--- src/rtl/control_pkg.sv ---
// Shared types and encodings for the multicycle control unit.
// Optional feature macro: CTRL_JAL_EN (adds the jal instruction and its JAL state).
package control_pkg;

    // Controller states; the 4-bit encoding is visible on state_dbg
    typedef enum logic [3:0] {
        S_FETCH    = 4'd0,
        S_DECODE   = 4'd1,
        S_MEMADR   = 4'd2,
        S_MEMREAD  = 4'd3,
        S_MEMWB    = 4'd4,
        S_MEMWRITE = 4'd5,
        S_EXECUTER = 4'd6,
        S_EXECUTEI = 4'd7,
        S_ALUWB    = 4'd8,
        S_BEQ      = 4'd9,
`ifdef CTRL_JAL_EN
        S_JAL      = 4'd10,
`endif
        S_TRAP     = 4'd11
    } state_t;

    // Opcode values (instruction[6:0])
    localparam int unsigned OP_LOAD   = 3;
    localparam int unsigned OP_STORE  = 35;
    localparam int unsigned OP_RTYPE  = 51;
    localparam int unsigned OP_ITYPE  = 19;
    localparam int unsigned OP_BRANCH = 99;
    localparam int unsigned OP_JAL    = 111;

    // result_src
    localparam logic [1:0] RES_ALUOUT = 2'b00;
    localparam logic [1:0] RES_MEMDAT = 2'b01;
    localparam logic [1:0] RES_ALU    = 2'b10;

    // alu_src_a
    localparam logic [1:0] SRCA_PC     = 2'b00;
    localparam logic [1:0] SRCA_OLDPC  = 2'b01;
    localparam logic [1:0] SRCA_RS1    = 2'b10;

    // alu_src_b
    localparam logic [1:0] SRCB_RS2    = 2'b00;
    localparam logic [1:0] SRCB_IMM    = 2'b01;
    localparam logic [1:0] SRCB_FOUR   = 2'b10;

    // imm_src
    localparam logic [1:0] IMM_I = 2'b00;
    localparam logic [1:0] IMM_S = 2'b01;
    localparam logic [1:0] IMM_B = 2'b10;
    localparam logic [1:0] IMM_J = 2'b11;

    // alu_op
    localparam logic [1:0] ALUOP_ADD   = 2'b00;
    localparam logic [1:0] ALUOP_SUB   = 2'b01;
    localparam logic [1:0] ALUOP_FUNCT = 2'b10;

endpackage

--- src/rtl/control_imm_decoder.sv ---
// Combinational opcode -> immediate-format mapping for the immediate generator.
module control_imm_decoder
    import control_pkg::*;
#(
    parameter int OPCODE_W  = 7,
    parameter int IMM_SRC_W = 2
) (
    input  logic [OPCODE_W-1:0]  opcode,
    output logic [IMM_SRC_W-1:0] imm_src
);

    // Unknown opcodes fall back to I-format; the FSM traps them anyway
    always_comb begin
        imm_src = IMM_SRC_W'(IMM_I);
        if (opcode == OPCODE_W'(OP_STORE))
            imm_src = IMM_SRC_W'(IMM_S);
        else if (opcode == OPCODE_W'(OP_BRANCH))
            imm_src = IMM_SRC_W'(IMM_B);
        else if (opcode == OPCODE_W'(OP_JAL))
            imm_src = IMM_SRC_W'(IMM_J);
    end

endmodule

--- src/rtl/control_multicycle_fsm.sv ---
// Multicycle Moore controller: fetch/decode/execute/memory/writeback sequencing
// with a mem_ready handshake and a memory watchdog.
// Optional feature macro: CTRL_JAL_EN (decodes jal, adds the JAL state).
module control_multicycle_fsm
    import control_pkg::*;
#(
    parameter int OPCODE_W    = 7,
    parameter int ALU_OP_W    = 2,
    parameter int IMM_SRC_W   = 2,
    parameter int MEM_TIMEOUT = 255,
    parameter int CNT_W       = 8
) (
    input  logic                 clk,
    input  logic                 rst_n,
    input  logic [OPCODE_W-1:0]  opcode,
    input  logic                 zero,
    input  logic                 mem_ready,
    output logic                 pc_write,
    output logic                 adr_src,
    output logic                 ir_write,
    output logic                 mem_write,
    output logic                 reg_write,
    output logic [1:0]           result_src,
    output logic [1:0]           alu_src_a,
    output logic [1:0]           alu_src_b,
    output logic [IMM_SRC_W-1:0] imm_src,
    output logic [ALU_OP_W-1:0]  alu_op,
    output logic                 illegal_op,
    output logic                 mem_timeout,
    output logic [3:0]           state_dbg
);

    state_t           state;
    logic [CNT_W-1:0] wd_cnt;
    logic [CNT_W:0]   wd_inc;
    logic             waiting;
    logic             expire;
    logic             pc_update;
    logic             branch;
    logic             ir_write_s;
    logic             mem_write_s;
    logic             reg_write_s;

    // Watchdog only advances in states that wait on memory
    assign waiting = (state == S_FETCH) || (state == S_MEMREAD) || (state == S_MEMWRITE);
    assign wd_inc  = {1'b0, wd_cnt} + 1'b1;
    assign expire  = (MEM_TIMEOUT != 0) && (wd_inc == (CNT_W+1)'(MEM_TIMEOUT));

    // State register, watchdog counter and sticky fault flags
    always_ff @(posedge clk or negedge rst_n) begin
        if (!rst_n) begin
            state       <= S_FETCH;
            wd_cnt      <= '0;
            illegal_op  <= 1'b0;
            mem_timeout <= 1'b0;
        end else begin
            wd_cnt <= '0;
            unique case (state)
                S_FETCH:    if (mem_ready) state <= S_DECODE;
                S_DECODE: begin
                    if (opcode == OPCODE_W'(OP_LOAD) || opcode == OPCODE_W'(OP_STORE))
                        state <= S_MEMADR;
                    else if (opcode == OPCODE_W'(OP_RTYPE))
                        state <= S_EXECUTER;
                    else if (opcode == OPCODE_W'(OP_ITYPE))
                        state <= S_EXECUTEI;
                    else if (opcode == OPCODE_W'(OP_BRANCH))
                        state <= S_BEQ;
`ifdef CTRL_JAL_EN
                    else if (opcode == OPCODE_W'(OP_JAL))
                        state <= S_JAL;
`endif
                    else begin
                        state      <= S_TRAP;
                        illegal_op <= 1'b1;
                    end
                end
                S_MEMADR:   state <= (opcode == OPCODE_W'(OP_LOAD)) ? S_MEMREAD : S_MEMWRITE;
                S_MEMREAD:  if (mem_ready) state <= S_MEMWB;
                S_MEMWB:    state <= S_FETCH;
                S_MEMWRITE: if (mem_ready) state <= S_FETCH;
                S_EXECUTER: state <= S_ALUWB;
                S_EXECUTEI: state <= S_ALUWB;
                S_ALUWB:    state <= S_FETCH;
                S_BEQ:      state <= S_FETCH;
`ifdef CTRL_JAL_EN
                S_JAL:      state <= S_ALUWB;
`endif
                default:    state <= S_TRAP;
            endcase
            // A stalled wait state either counts on or expires into TRAP;
            // mem_ready in the expiry cycle takes the normal path above.
            if (waiting && !mem_ready) begin
                if (expire) begin
                    state       <= S_TRAP;
                    mem_timeout <= 1'b1;
                end else begin
                    wd_cnt <= wd_inc[CNT_W-1:0];
                end
            end
        end
    end

    // Moore decode of datapath controls; enables are masked while in reset
    always_comb begin
        pc_update   = 1'b0;
        branch      = 1'b0;
        ir_write_s  = 1'b0;
        mem_write_s = 1'b0;
        reg_write_s = 1'b0;
        adr_src     = 1'b0;
        result_src  = RES_ALUOUT;
        alu_src_a   = SRCA_PC;
        alu_src_b   = SRCB_RS2;
        alu_op      = ALU_OP_W'(ALUOP_ADD);
        unique case (state)
            S_FETCH: begin
                alu_src_b  = SRCB_FOUR;
                result_src = RES_ALU;
                ir_write_s = mem_ready;
                pc_update  = mem_ready;
            end
            S_DECODE: begin
                alu_src_a = SRCA_OLDPC;
                alu_src_b = SRCB_IMM;
            end
            S_MEMADR: begin
                alu_src_a = SRCA_RS1;
                alu_src_b = SRCB_IMM;
            end
            S_MEMREAD:  adr_src = 1'b1;
            S_MEMWB: begin
                result_src  = RES_MEMDAT;
                reg_write_s = 1'b1;
            end
            S_MEMWRITE: begin
                adr_src     = 1'b1;
                mem_write_s = 1'b1;
            end
            S_EXECUTER: begin
                alu_src_a = SRCA_RS1;
                alu_op    = ALU_OP_W'(ALUOP_FUNCT);
            end
            S_EXECUTEI: begin
                alu_src_a = SRCA_RS1;
                alu_src_b = SRCB_IMM;
                alu_op    = ALU_OP_W'(ALUOP_FUNCT);
            end
            S_ALUWB:    reg_write_s = 1'b1;
            S_BEQ: begin
                alu_src_a = SRCA_RS1;
                alu_op    = ALU_OP_W'(ALUOP_SUB);
                branch    = 1'b1;
            end
`ifdef CTRL_JAL_EN
            S_JAL: begin
                alu_src_a = SRCA_OLDPC;
                alu_src_b = SRCB_FOUR;
                pc_update = 1'b1;
            end
`endif
            default: ;
        endcase
    end

    assign pc_write  = rst_n & (pc_update | (branch & zero));
    assign ir_write  = rst_n & ir_write_s;
    assign mem_write = rst_n & mem_write_s;
    assign reg_write = rst_n & reg_write_s;
    assign state_dbg = state;

    control_imm_decoder #(
        .OPCODE_W  (OPCODE_W),
        .IMM_SRC_W (IMM_SRC_W)
    ) u_imm_dec (
        .opcode  (opcode),
        .imm_src (imm_src)
    );

endmodule

--- config.mk ---
export PLATFORM = sky130hd
export DESIGN_NAME = control_multicycle_fsm
export DESIGN_NICKNAME = d
export VERILOG_FILES = /design/src/rtl/control_pkg.sv /design/src/rtl/control_imm_decoder.sv /design/src/rtl/control_multicycle_fsm.sv
export SDC_FILE = /design/constraint.sdc
export NUM_CORES = 1
export LEC_CHECK = 0
export ABC_AREA = 1
export CAP_MARGIN = 15
export CELL_PAD_IN_SITES_DETAIL_PLACEMENT = 0
export CELL_PAD_IN_SITES_GLOBAL_PLACEMENT = 2
export CORE_UTILIZATION = 22
export DETAILED_ROUTE_END_ITERATION = 6
export GPL_TIMING_DRIVEN = 0
export PLACE_DENSITY = 0.79
export RECOVER_POWER = 50
export SETUP_SLACK_MARGIN = 0.1
export SYNTH_ARGS = -nofsm -noshare
export SYNTH_HDL_FRONTEND = slang
export SYNTH_HIERARCHICAL = 1
export SYNTH_SLANG_ARGS = --single-unit
--- constraint.sdc ---
create_clock -name clk -period 1.5 [get_ports clk]
set_input_delay 0.375 -clock clk [delete_from_list [all_inputs] [get_ports clk]]
set_output_delay 0.375 -clock clk [all_outputs]
set_load 0.1 [all_outputs]
# After elaboration in Yosys (flattened, before gate mapping)
# Index checks and enable logic that the tools add are counted.
# classes
n_addsub	1
mux	25
n_bitwise	10
n_eq_ne	16
reduce_logical	14
# op_table
op	n
4-bit two-way mux	8
4-bit one-hot mux with 7 select lines	1
4-bit by 3-bit equality test with 1-bit output, second input constant	4
8-bit two-way mux	2
2-bit one-hot mux with 2 select lines	4
7-bit by 6-bit equality test with 1-bit output, second input constant	2
7-bit equality test, second input constant	2
8-bit by 1-bit adder with 9-bit output, second input constant	1
9-bit by 8-bit equality test with 1-bit output, second input constant	1
4-bit by 2-bit equality test with 1-bit output, second input constant	2
4-bit equality test, second input constant	2
2-bit two-way mux	4
7-bit by 2-bit equality test with 1-bit output, second input constant	1
7-bit by 5-bit equality test with 1-bit output, second input constant	1
2-bit OR reduction	3
3-bit OR reduction	2
1-bit AND	5
1-bit two-way mux	5
5-bit AND reduction	1
4-bit by 1-bit equality test with 1-bit output, second input constant	1
4-bit zero test	1
1-bit inverter	4
4-bit OR reduction	1
1-bit logical OR	3
5 further kinds	5
# word_totals
regBits	14
in_bits	11
out_inout_bits	21

# Logic depth before layout (Yosys ltp)
# depth
word_depth	8
ltp_mapped	10

# Modules after synthesis
# Netlist, hierarchy kept.
# by_module_without_submodules
mod	cells_each	instances	area_each_um2	seq_area_each_um2
control_multicycle_fsm	145	1	993.5	350.3
control_imm_decoder	17	1	68.8	0.0

# Worst setup path after synthesis
# OpenSTA, ideal clock, no wires.
# synth_path
path_kind	register -> output
start	register state[0], in the netlist state_dbg[0]
end	output pc_write
arrival_ns	4.159
slack_ns	-3.034
path_stages_with_launch	5
path_buffers	0
path_cell_list	dfrtp_1 nand2_1 nor2_1 nand2_1 a21oi_1
# synth_via
elab_chain_len	5
elab_cells_between_ends	7
# synth_rtl
item	line_no	rtl
start, declared	control_multicycle_fsm.sv:33	state_t state;
start signal, assigned	control_multicycle_fsm.sv:78	S_MEMADR: state <= (opcode == OPCODE_W'(OP_LOAD)) ? S_MEMREAD : S_MEMWRITE;
4-bit equality test	control_multicycle_fsm.sv:116	unique case (state)
1-bit two-way mux	control_multicycle_fsm.sv:116	
1-bit AND	control_multicycle_fsm.sv:166	assign pc_write = rst_n & (pc_update | (branch & zero));
1-bit bitwise OR (*)	control_multicycle_fsm.sv:166	
1-bit AND (*)	control_multicycle_fsm.sv:166	
end, declared	control_multicycle_fsm.sv:18	output logic pc_write,
# Every way passes the cells marked *; elsewhere a longest branch is shown, timed or not.

# Worst setup path after layout
# layout_path
start	register state[2], in the netlist state_dbg[2]
end	output state_dbg[2]
# layout_lines
item	line_no	rtl
end, declared	control_multicycle_fsm.sv:30	output logic [3:0] state_dbg
# No word-level cell between the ends.

==> flow_metrics.env <==
export IMPL_status="complete, but fails checks"
export IMPL_violations_in_the_final_reports="negative setup slack"
export IMPL_timing_critical_path_required_ps=1120
export IMPL_cts_made_buffers=3
export IMPL_final_wirelength_mm=2.98
export IMPL_postLayoutCoreUtil_pct=44.3
export IMPL_layout_nets=226
export IMPL_timing_hold_worst_endpoint="illegal_op"
export IMPL_part_of_the_cycle_the_worst_path_needs_pct=129
export IMPL_detail_route_drc_violations=0
export IMPL_tightest_slew_ps=950
export IMPL_worst_r2r_cell_count=7
export IMPL_fp_dieW_um=71.5
export IMPL_layout_drive_gt1_share_pct=52.4
export IMPL_finalWorstSetupSlack_ps=-429
export IMPL_worst_path_max_delay_cell="sky130_fd_sc_hd__dlygate4sd2_1"
export IMPL_grt_pass1_vias=1156
export IMPL_grt_antenna_before_repair=0
export IMPL_antenna_left=0
export IMPL_finalSetupViolCount=24
export IMPL_reg2reg_setup_slack_ps=-100
export IMPL_ioPinCount=32
export IMPL_peakVddDrop_uv=1160
export IMPL_gp_congestion=0.784
export IMPL_dr_pass1_iters=4
export IMPL_fp_coreArea_mm2=0.00450
export IMPL_final_cell_mix="sky130_fd_sc_hd__nand2_1, sky130_fd_sc_hd__inv_1, sky130_fd_sc_hd__nor2_4, sky130_fd_sc_hd__buf_12, sky130_fd_sc_hd__buf_4"
export IMPL_yosysWarningCount=6
export IMPL_yosys_register_bits=14
export IMPL_synth_cell_area_mm2=0.00106
export IMPL_skew_ps=3.29
export IMPL_timing_critical_path_to_type="output pin"
export IMPL_worstHoldPathCells=3
export IMPL_dieArea_mm2=0.00511
export IMPL_yosys_top_cell_by_area="sky130_fd_sc_hd__dfrtp_1"
export IMPL_cts_htree_levels=1
export IMPL_number_of_standard_cell_rows_in_the_floorplan=24
export IMPL_clock_fmax_mhz=518
export IMPL_wire_length_of_the_first_global_routing_pass_mm=5.00
export IMPL_final_common_cell="sky130_fd_sc_hd__nand2_1"
export IMPL_drt_first_iter_violations=32
export IMPL_cts_clk_slew_worst_paths_ps=60
export IMPL_timing_critical_path_buf_inv=1
export IMPL_power_density_mw_per_mm2=2310
export IMPL_diode_count=0
export IMPL_synth_top_cells_by_area="sky130_fd_sc_hd__dfrtp_1, sky130_fd_sc_hd__nand2_1, sky130_fd_sc_hd__inv_1, sky130_fd_sc_hd__nor2_1, sky130_fd_sc_hd__nor2_4"
export IMPL_unrepaired_setup_endpoints_after_global_routing="yes"
export IMPL_finalWorstPathRequiredPeriod_ps=1930
export IMPL_start_kind="register"
export IMPL_synthCells=162
export IMPL_netlist_area_leader_share_pct=33.0
export IMPL_clk_insertion_delay_late_ps=240
export IMPL_worstPathCellList="dlygate4sd2_1"
export IMPL_globalRoute_totalOverflow=0
export IMPL_die_h_um=71.5
export IMPL_mappedNetlistNets=175
export IMPL_synth_sequential_area_ratio_pct=33.0
export IMPL_cap_viol_max_count=0
export IMPL_worstPathArrival_ps=1550
export IMPL_reg_to_reg_critical_path_startpoint="state_dbg[0]"
export IMPL_maximum_number_of_pins_on_one_net_before_global_route_repair=15
export IMPL_maximum_cell_stage_delay_along_the_critical_path_ps=860
export IMPL_slew_headroom_pct=36.9
export IMPL_num_vias=1152
export IMPL_cts_path_max_buffers=2
export IMPL_timing_critical_path_max_delay_family="buffers and inverters"
export IMPL_synth_distinct_cells=24
export IMPL_buffer_ports_inserted=31
export IMPL_track_usage_pct=12.4
export IMPL_p_leak_nw=0.897
export IMPL_hold_path_class="input pin to register"
export IMPL_setup_crit_path_kind="register to output pin"
export IMPL_vias_cell=4.36
export IMPL_wl_per_cell_um=11.3
export IMPL_ctsRootBufferMaster="sky130_fd_sc_hd__clkbuf_8"
export IMPL_holdWs_ps=456
export IMPL_area_growth_pct=87.9
export IMPL_dp_hpwl_mm=2.28
export IMPL_regToRegEndpoint="state_dbg[3]"
export IMPL_worstHoldStart="opcode[6]"
export IMPL_avgSynthCellArea_um2=6.56
export IMPL_clock_tree_from_tritoncts="yes"
export IMPL_cts_sinks=14
export IMPL_initial_utilization_pct=23.6
export IMPL_timing_max_transition_violations_final=0
export IMPL_critical_path_max_fanout=4
export IMPL_hold_viol_final=0
-- state kept, by name, summed over array words and instances (netlist names) --
register and count:
illegal_op 1, mem_timeout 1, state_dbg 4, wd_cnt 8
-- cell usage after synthesis --
library cell	instances
sky130_fd_sc_hd__nand3b_1	1
sky130_fd_sc_hd__inv_1	35
sky130_fd_sc_hd__nand4_2	1
sky130_fd_sc_hd__nor3_1	1
sky130_fd_sc_hd__nor2_1	20
sky130_fd_sc_hd__nor2_4	4
sky130_fd_sc_hd__nand3_2	2
sky130_fd_sc_hd__o21ai_1	2
sky130_fd_sc_hd__a211oi_1	2
sky130_fd_sc_hd__nor2_2	7
sky130_fd_sc_hd__nand3_1	5
sky130_fd_sc_hd__inv_2	3
sky130_fd_sc_hd__o21bai_1	1
sky130_fd_sc_hd__o21a_1	1
sky130_fd_sc_hd__nand4_1	3
sky130_fd_sc_hd__dfrtp_1	14
sky130_fd_sc_hd__xor2_1	1
sky130_fd_sc_hd__nand2_1	44
sky130_fd_sc_hd__nand2_4	1
sky130_fd_sc_hd__o21ai_0	4
sky130_fd_sc_hd__nand2_2	3
sky130_fd_sc_hd__ha_1	2
sky130_fd_sc_hd__o211ai_1	1
sky130_fd_sc_hd__a21oi_1	4
-- metrics by stage --
| step | instance area (µm²) | worst slack [ps] | setup TNS, ps | cells | power (W) |
|---|---|---|---|---|---|
| after CTS | 1880 | -470 | -4890 | 259 | 0.00432 |
| after global routing | 2000 | -511 | -7600 | 264 | 0.00483 |
| after global placement | 1580 | -2000 | -23140 | 245 | 0.00338 |
| final | 2000 | -429 | -4870 | 264 | 0.00461 |
| after floorplan | 1200 | -1190 | -9730 | 162 | 0.00281 |
| after detailed placement | 1580 | -2010 | -23560 | 245 | 0.00341 |
-- kinds of logic after synthesis --
kind of cell	synth area share, %
flip-flops	33.0
buffers and inverters	13.4
AND/OR/NAND/NOR	42.2
AO/OA/AOI/OAI	8.25
adder cells (fa/ha/maj)	2.36
XOR/XNOR	0.825
-- worst max path at each step --
stage,from,end,slack [ps],depth (start not counted)
2_1_floorplan,state_dbg[3],alu_src_b[0],-1190,5
3_3_place_gp,rst_n,reg_write,-2000,4
3_5_place_dp,rst_n,reg_write,-2010,4
4_1_cts,state_dbg[2],pc_write,-470,6
5_1_grt,state_dbg[2],alu_src_b[0],-510,6
6_report,state_dbg[2],state_dbg[2],-430,1
-- tightest hold or removal path, stage by stage --
cell and delay [ps]:
sky130_fd_sc_hd__buf_4 110, sky130_fd_sc_hd__nor2_1 50, sky130_fd_sc_hd__o21bai_1 130
-- final cells by class --
| class | count | area (µm²) |
|---|---|---|
| fillers | 430 | 2510 |
| multi-input cells | 110 | 779 |
| repair buffers | 46 | 568 |
| flip-flops and latches | 14 | 365 |
| inverters | 38 | 163 |
| well taps | 52 | 65.1 |
| clock buffers | 4 | 55.1 |
-- layer usage --
metal | global-route usage, % | part of all wire, % | wire length [µm] | vias up
met3 | 2.53 | 2.6 | 79 | 6
li1 | - | - | - | 587
met5 | 0 | 0 | 0 | -
met2 | 25.9 | 56 | 1670 | 23
met4 | 1.96 | 1.7 | 50 | 0
met1 | 12.5 | 40 | 1180 | 536
-- power breakdown --
part           internal, W  total (W)  switching [W]
sequential        0.000484   0.000607       0.000123
combinational      0.00121    0.00363        0.00242
clock             0.000232   0.000367       0.000135
-- repair_timing --
| item | 4_1_cts | 5_1_grt |
|---|---|---|
| hold buffers | 1 | 0 |
| pin swaps | 17 | 12 |
| endpoints found under the setup margin | 35 | 35 |
| gates cloned | 0 | 0 |
| resized for setup | 226 | 21 |
| hold endpoints to repair | 14 | 0 |
| buffers inserted | 9 | 5 |
No activity file was read; power rests on OpenSTA's default activity.
